File: config.mk
export PLATFORM = sky130hd
export DESIGN_NAME = ex_mem_stage
export DESIGN_NICKNAME = d
export VERILOG_FILES = /design/src/rtl/ex_mem_stage.sv
export SDC_FILE = /design/constraint.sdc
export NUM_CORES = 1
export LEC_CHECK = 0
export CORE_MARGIN = 5
export CORE_UTILIZATION = 40
export CTS_CLUSTER_SIZE = 14
export DETAILED_ROUTE_END_ITERATION = 6
export GPL_ROUTABILITY_DRIVEN = 0
export PLACE_DENSITY = 0.79
export SLEW_MARGIN = 10
export SYNTH_ARGS = -nofsm -noshare
export SYNTH_HDL_FRONTEND = slang
export SYNTH_SLANG_ARGS = --single-unit
File: constraint.sdc
create_clock -name CLK -period 3.4 [get_ports CLK]
set_input_delay 0.85 -clock CLK [delete_from_list [all_inputs] [get_ports CLK]]
set_output_delay 0.85 -clock CLK [all_outputs]
set_load 0.1 [all_outputs]
File: src/rtl/ex_mem_stage.sv
// EX->MEM pipeline stage: resolves branches/jumps from the ALU flags, drives the
// fetch redirect, registers the EX payload into M and keeps branch statistics.
module ex_mem_stage #(
  parameter int XLEN = 32,
  parameter int REGW = 5,
  parameter int CNTW = 32
) (
  input  logic            CLK,
  input  logic            RST,
  input  logic            ValidE,
  input  logic [XLEN-1:0] ALUResultE,
  input  logic [3:0]      FlagsE,
  input  logic [XLEN-1:0] WriteDataE,
  input  logic [REGW-1:0] RdE,
  input  logic            RegWriteE,
  input  logic            MemWriteE,
  input  logic [1:0]      ResultSrcE,
  input  logic            BranchE,
  input  logic            JumpE,
  input  logic [2:0]      Funct3E,
  input  logic [XLEN-1:0] PCTargetE,
  input  logic [XLEN-1:0] PCPlus4E,
  input  logic            StallM,
  input  logic            FlushM,
  output logic            PCSrcE,
  output logic [XLEN-1:0] PCTargetOut,
  output logic            FlushDE,
  output logic            ValidM,
  output logic [XLEN-1:0] ALUResultM,
  output logic [XLEN-1:0] WriteDataM,
  output logic [REGW-1:0] RdM,
  output logic            RegWriteM,
  output logic            MemWriteM,
  output logic [1:0]      ResultSrcM,
  output logic [XLEN-1:0] PCPlus4M,
  output logic [CNTW-1:0] BranchCount,
  output logic [CNTW-1:0] TakenCount
);

  logic flag_z, flag_c, flag_v, flag_n;
  logic cond;
  logic res;

  assign {flag_z, flag_c, flag_v, flag_n} = FlagsE;

  always_comb begin
    cond = 1'b0;
    unique case (Funct3E)
      3'b000:  cond = flag_z;
      3'b001:  cond = ~flag_z;
      3'b100:  cond = flag_n ^ flag_v;
      3'b101:  cond = ~(flag_n ^ flag_v);
      3'b110:  cond = flag_c;
      3'b111:  cond = ~flag_c;
      default: cond = 1'b0;
    endcase
  end

  // A stalled M stage means this EX instruction will be re-presented, so it
  // must not redirect or be counted until it actually advances.
  assign res         = ValidE & ~StallM;
  assign PCSrcE      = res & (JumpE | (BranchE & cond));
  assign FlushDE     = PCSrcE;
  assign PCTargetOut = PCTargetE;

  always_ff @(posedge CLK) begin
    if (RST) begin
      ValidM      <= 1'b0;
      ALUResultM  <= '0;
      WriteDataM  <= '0;
      RdM         <= '0;
      RegWriteM   <= 1'b0;
      MemWriteM   <= 1'b0;
      ResultSrcM  <= '0;
      PCPlus4M    <= '0;
      BranchCount <= '0;
      TakenCount  <= '0;
    end else begin
      if (res && BranchE) BranchCount <= BranchCount + 1'b1;
      if (PCSrcE)         TakenCount  <= TakenCount + 1'b1;

      if (FlushM) begin
        ValidM    <= 1'b0;
        RegWriteM <= 1'b0;
        MemWriteM <= 1'b0;
      end else if (!StallM) begin
        ValidM     <= ValidE;
        ALUResultM <= ALUResultE;
        WriteDataM <= WriteDataE;
        RdM        <= RdE;
        RegWriteM  <= ValidE & RegWriteE;
        MemWriteM  <= ValidE & MemWriteE;
        ResultSrcM <= ResultSrcE;
        PCPlus4M   <= PCPlus4E;
      end
    end
  end

endmodule

==> key figures, run 1 <==
Status
  – Outcome: finished clean

Global routing
  – Initial antenna violation count: 0
  – First-pass GRT wire length: 32820 um
  – Largest net degree at the start of global routing: 69
  – Total GRT Usage: 20.07%
  – Vias in the first global route: 6589
  – Gr ovfl total: 0

Min path
  – Worst hold path startpoint: ALUResultM[19]
  – Min-Delay Endpoint: ALUResultM[19]
  – Hold path cells: 2
  – Hold Path Class: reg2reg

Power
  – Pwr/cell area: 486.9 nW/um^2
  – Peak supply drop: 0.3571 mV
  – Leak Pwr: 3.896 nW

Finish
  – Synth-to-layout area growth: 44.05%
  – Most common cell after layout, fill and taps aside: nand2_1
  – Total Nets Final: 1255
  – ANT cells: 0
  – Final instance area: 10010 sq um
  – Share of layout cells above drive strength 1: 20.11%
  – Most frequent cells in the layout: 230 x nand2_1, 176 x buf_4, 170 x dfxtp_1, 142 x a21oi_1, 117 x clkdlybuf4s50_1

Critical path
  – Largest fanout on the critical path: 4
  – Slack of the worst reg-to-reg path: 1.04 ns
  – WP data arrival: 2.51 ns
  – Crit-path slowest cell: clkdlybuf4s50_1
  – Crit. End Element: output port
  – Worst setup SP type: input port
  – Buf/Inv on CP: 3
  – Worst Path Required: 2.55 ns
  – CP delay by family, top: buffers and inverters
  – Reg-to-Reg End: TakenCount[25]
  – Critical Path Stages: 6
  – Crit path kind: in2out
  – Reg-to-reg startpoint: TakenCount[2]
  – Cells along the critical path: clkdlybuf4s50_1 > xor3_1 > o22ai_2 > o31a_4 > clkinvlp_4 > buf_12
  – CP max stage delay: 0.48 ns
  – R2R depth: 5

Detailed routing
  – DR vias: 6832
  – TritonRoute pass-1 iters: 4
  – Vias/cell: 5.102
  – Initial DRC count: 281
  – Post-Route WL: 21030 um
  – Post-route DRC: 0
  – Antenna-violating nets left: 0
  – Avg WL per Cell: 15.70 um

Synth
  – Post-synth top area share: 48.98%
  – Main flop type after synthesis: dfxtp_1
  – Sequential share of the synthesized area: 48.98%
  – Net Count, Synth: 1021
  – Syn avg cell area: 8.005 sq um
  – Cell taking the most area after synthesis: dfxtp_1
  – Ys async rst share: 0%
  – Unique cell type count in the Yosys netlist: 41
  – EDFF count, synth: 0
  – Area contributors post-synth: dfxtp_1 49%, nand2_1 12%, a21oi_1 10%, buf_4 3.7%, clkbuf_1 2.6%
  – Synth Register Bits: 170
  – Syn Inst Count: 868
  – Post-Syn Area: 6948 sq um
  – Ys Warns: 0

Clock network
  – TritonCTS clock tree: built
  – Hold_buf cts: 0
  – CTS buffer count: 17
  – Post-CTS setup buffers: 0
  – CTS resizes: 0
  – Clock buffer depth: 2
  – H-tree depth: 4
  – Clock Sink Count: 170
  – Root buf cell: clkbuf_16
  – Clock slew at reported path FFs: 0.06 ns
  – Clock Latency Late Sink: 0.42 ns

STA
  – Final setup vio count: 0
  – Unrepaired setup endpoints after global routing: false
  – Final hold slack: 0.4530 ns
  – Clock skew: 0.01256 ns
  – Slew @ Worst Pin: 0.6319 ns
  – Final Cycle Share: 98.86%
  – Relative max-transition margin: 57.52%
  – Slew Viols, Final: 0
  – Hold Violations, Final: 0
  – Highest Clock Rate: 0.2975 GHz
  – Fin crit period: 3.361 ns

Floorplanning
  – Boundary pin count: 355
  – Chip width: 141.8 um
  – Core ar.: 17180 sq um
  – Rows: 48
  – Die height: 141.8 um
  – Total die area: 20110 sq um
  – Initial core utilization: 40.45%

Placed design
  – DP Wirelength: 14940 um
  – Post-DP Area: 9442 sq um
  – Port Buffers: 290

Run
  – Max-Cap Viols: 0
state kept, by name, summed over array words and instances, names as in the netlist:
signal / count
ValidM: 1
TakenCount: 32
BranchCount: 32
RdM: 5
WriteDataM: 32
MemWriteM: 1
ResultSrcM: 2
RegWriteM: 1
ALUResultM: 32
PCPlus4M: 32
tightest hold or removal path: stages (launching register included):
cell	delay (ns)
dfxtp_1	0.31
nand2_1	0.05
a21oi_1	0.05
cell type report:
class | count | area [sq um]
fill | 1569 | 7168
sequential | 170 | 3403
multi-input combinational | 606 | 3078
timing repair buffer | 301 | 2653
clock buffer | 20 | 446.7
tap | 225 | 281.5
clock inverter | 11 | 120.1
inverter | 6 | 26.28
Yosys cell counts (3+ instances only):
cell	instances
nor2_1	32
nand4_1	20
nor4_1	3
inv_1	6
clkbuf_1	48
nand2b_1	3
and3_1	9
nor3_1	10
xor2_1	14
nand2_1	230
nand3_1	28
buf_4	34
xnor2_1	10
or4_1	13
or3_1	26
dfxtp_1	170
o21ai_0	25
and4_1	6
o31ai_1	12
a21oi_1	142
logic make-up after synthesis:
kind of cell	Yosys count	synth area share (%)
XOR/XNOR	25	3.367
buffers and inverters	92	6.951
AO/OA/AOI/OAI	188	14.51
AND/OR/NAND/NOR	390	25.68
multiplexers	1	0.1441
adder cells (fa/ha/maj)	2	0.3601
flip-flops	170	48.98
per-stage QoR:
stage          TNS (ns)  utilization [%]  setup WS, ns  total power [mW]  instances
2_1_floorplan  -0.06542                -      -0.06542             2.895        868
3_3_place_gp          0            54.97       0.07924             3.002       1308
3_5_place_dp          0            54.97       0.05705             3.011       1308
4_1_cts               0            58.27       0.03834             4.908       1339
5_1_grt               0            58.27      0.006770             5.039       1339
6_report              0            58.27       0.03887             4.873       1339
metal layers:
layer	GRT usage, %	wire length (um)
met3	7.246	1719
met2	35.05	10640
met1	22.63	8170
met4	6.869	501
met5	0	0
worst max-delay path by stage:
stage | startpoint | endpoint | slack (ns)
floorplan | Funct3E[0] | PCSrcE | -0.07
global placement | Funct3E[0] | FlushDE | 0.08
detailed placement | Funct3E[0] | FlushDE | 0.06
CTS | Funct3E[0] | FlushDE | 0.04
global route | Funct3E[0] | PCSrcE | 0.007
finish | Funct3E[0] | FlushDE | 0.04
power by group:
part | switching (mW) | internal [mW] | total [mW]
logic | 0.621 | 0.260 | 0.881
clock network | 0.812 | 1.10 | 1.91
registers | 0.0316 | 2.05 | 2.08
total | 1.46 | 3.41 | 4.87
Note: power is estimated with default switching activity, not from simulation.
==> run 2: changes to the inputs <==
--- a/config.mk
+++ b/config.mk
@@ -7,7 +7,6 @@
 export LEC_CHECK = 0
 export CORE_MARGIN = 5
 export CORE_UTILIZATION = 40
-export CTS_CLUSTER_SIZE = 14
 export DETAILED_ROUTE_END_ITERATION = 6
 export GPL_ROUTABILITY_DRIVEN = 0
 export PLACE_DENSITY = 0.79
==> results of run 2 <==
No change in the layout: final DEF, timing and power equal those of run 1.
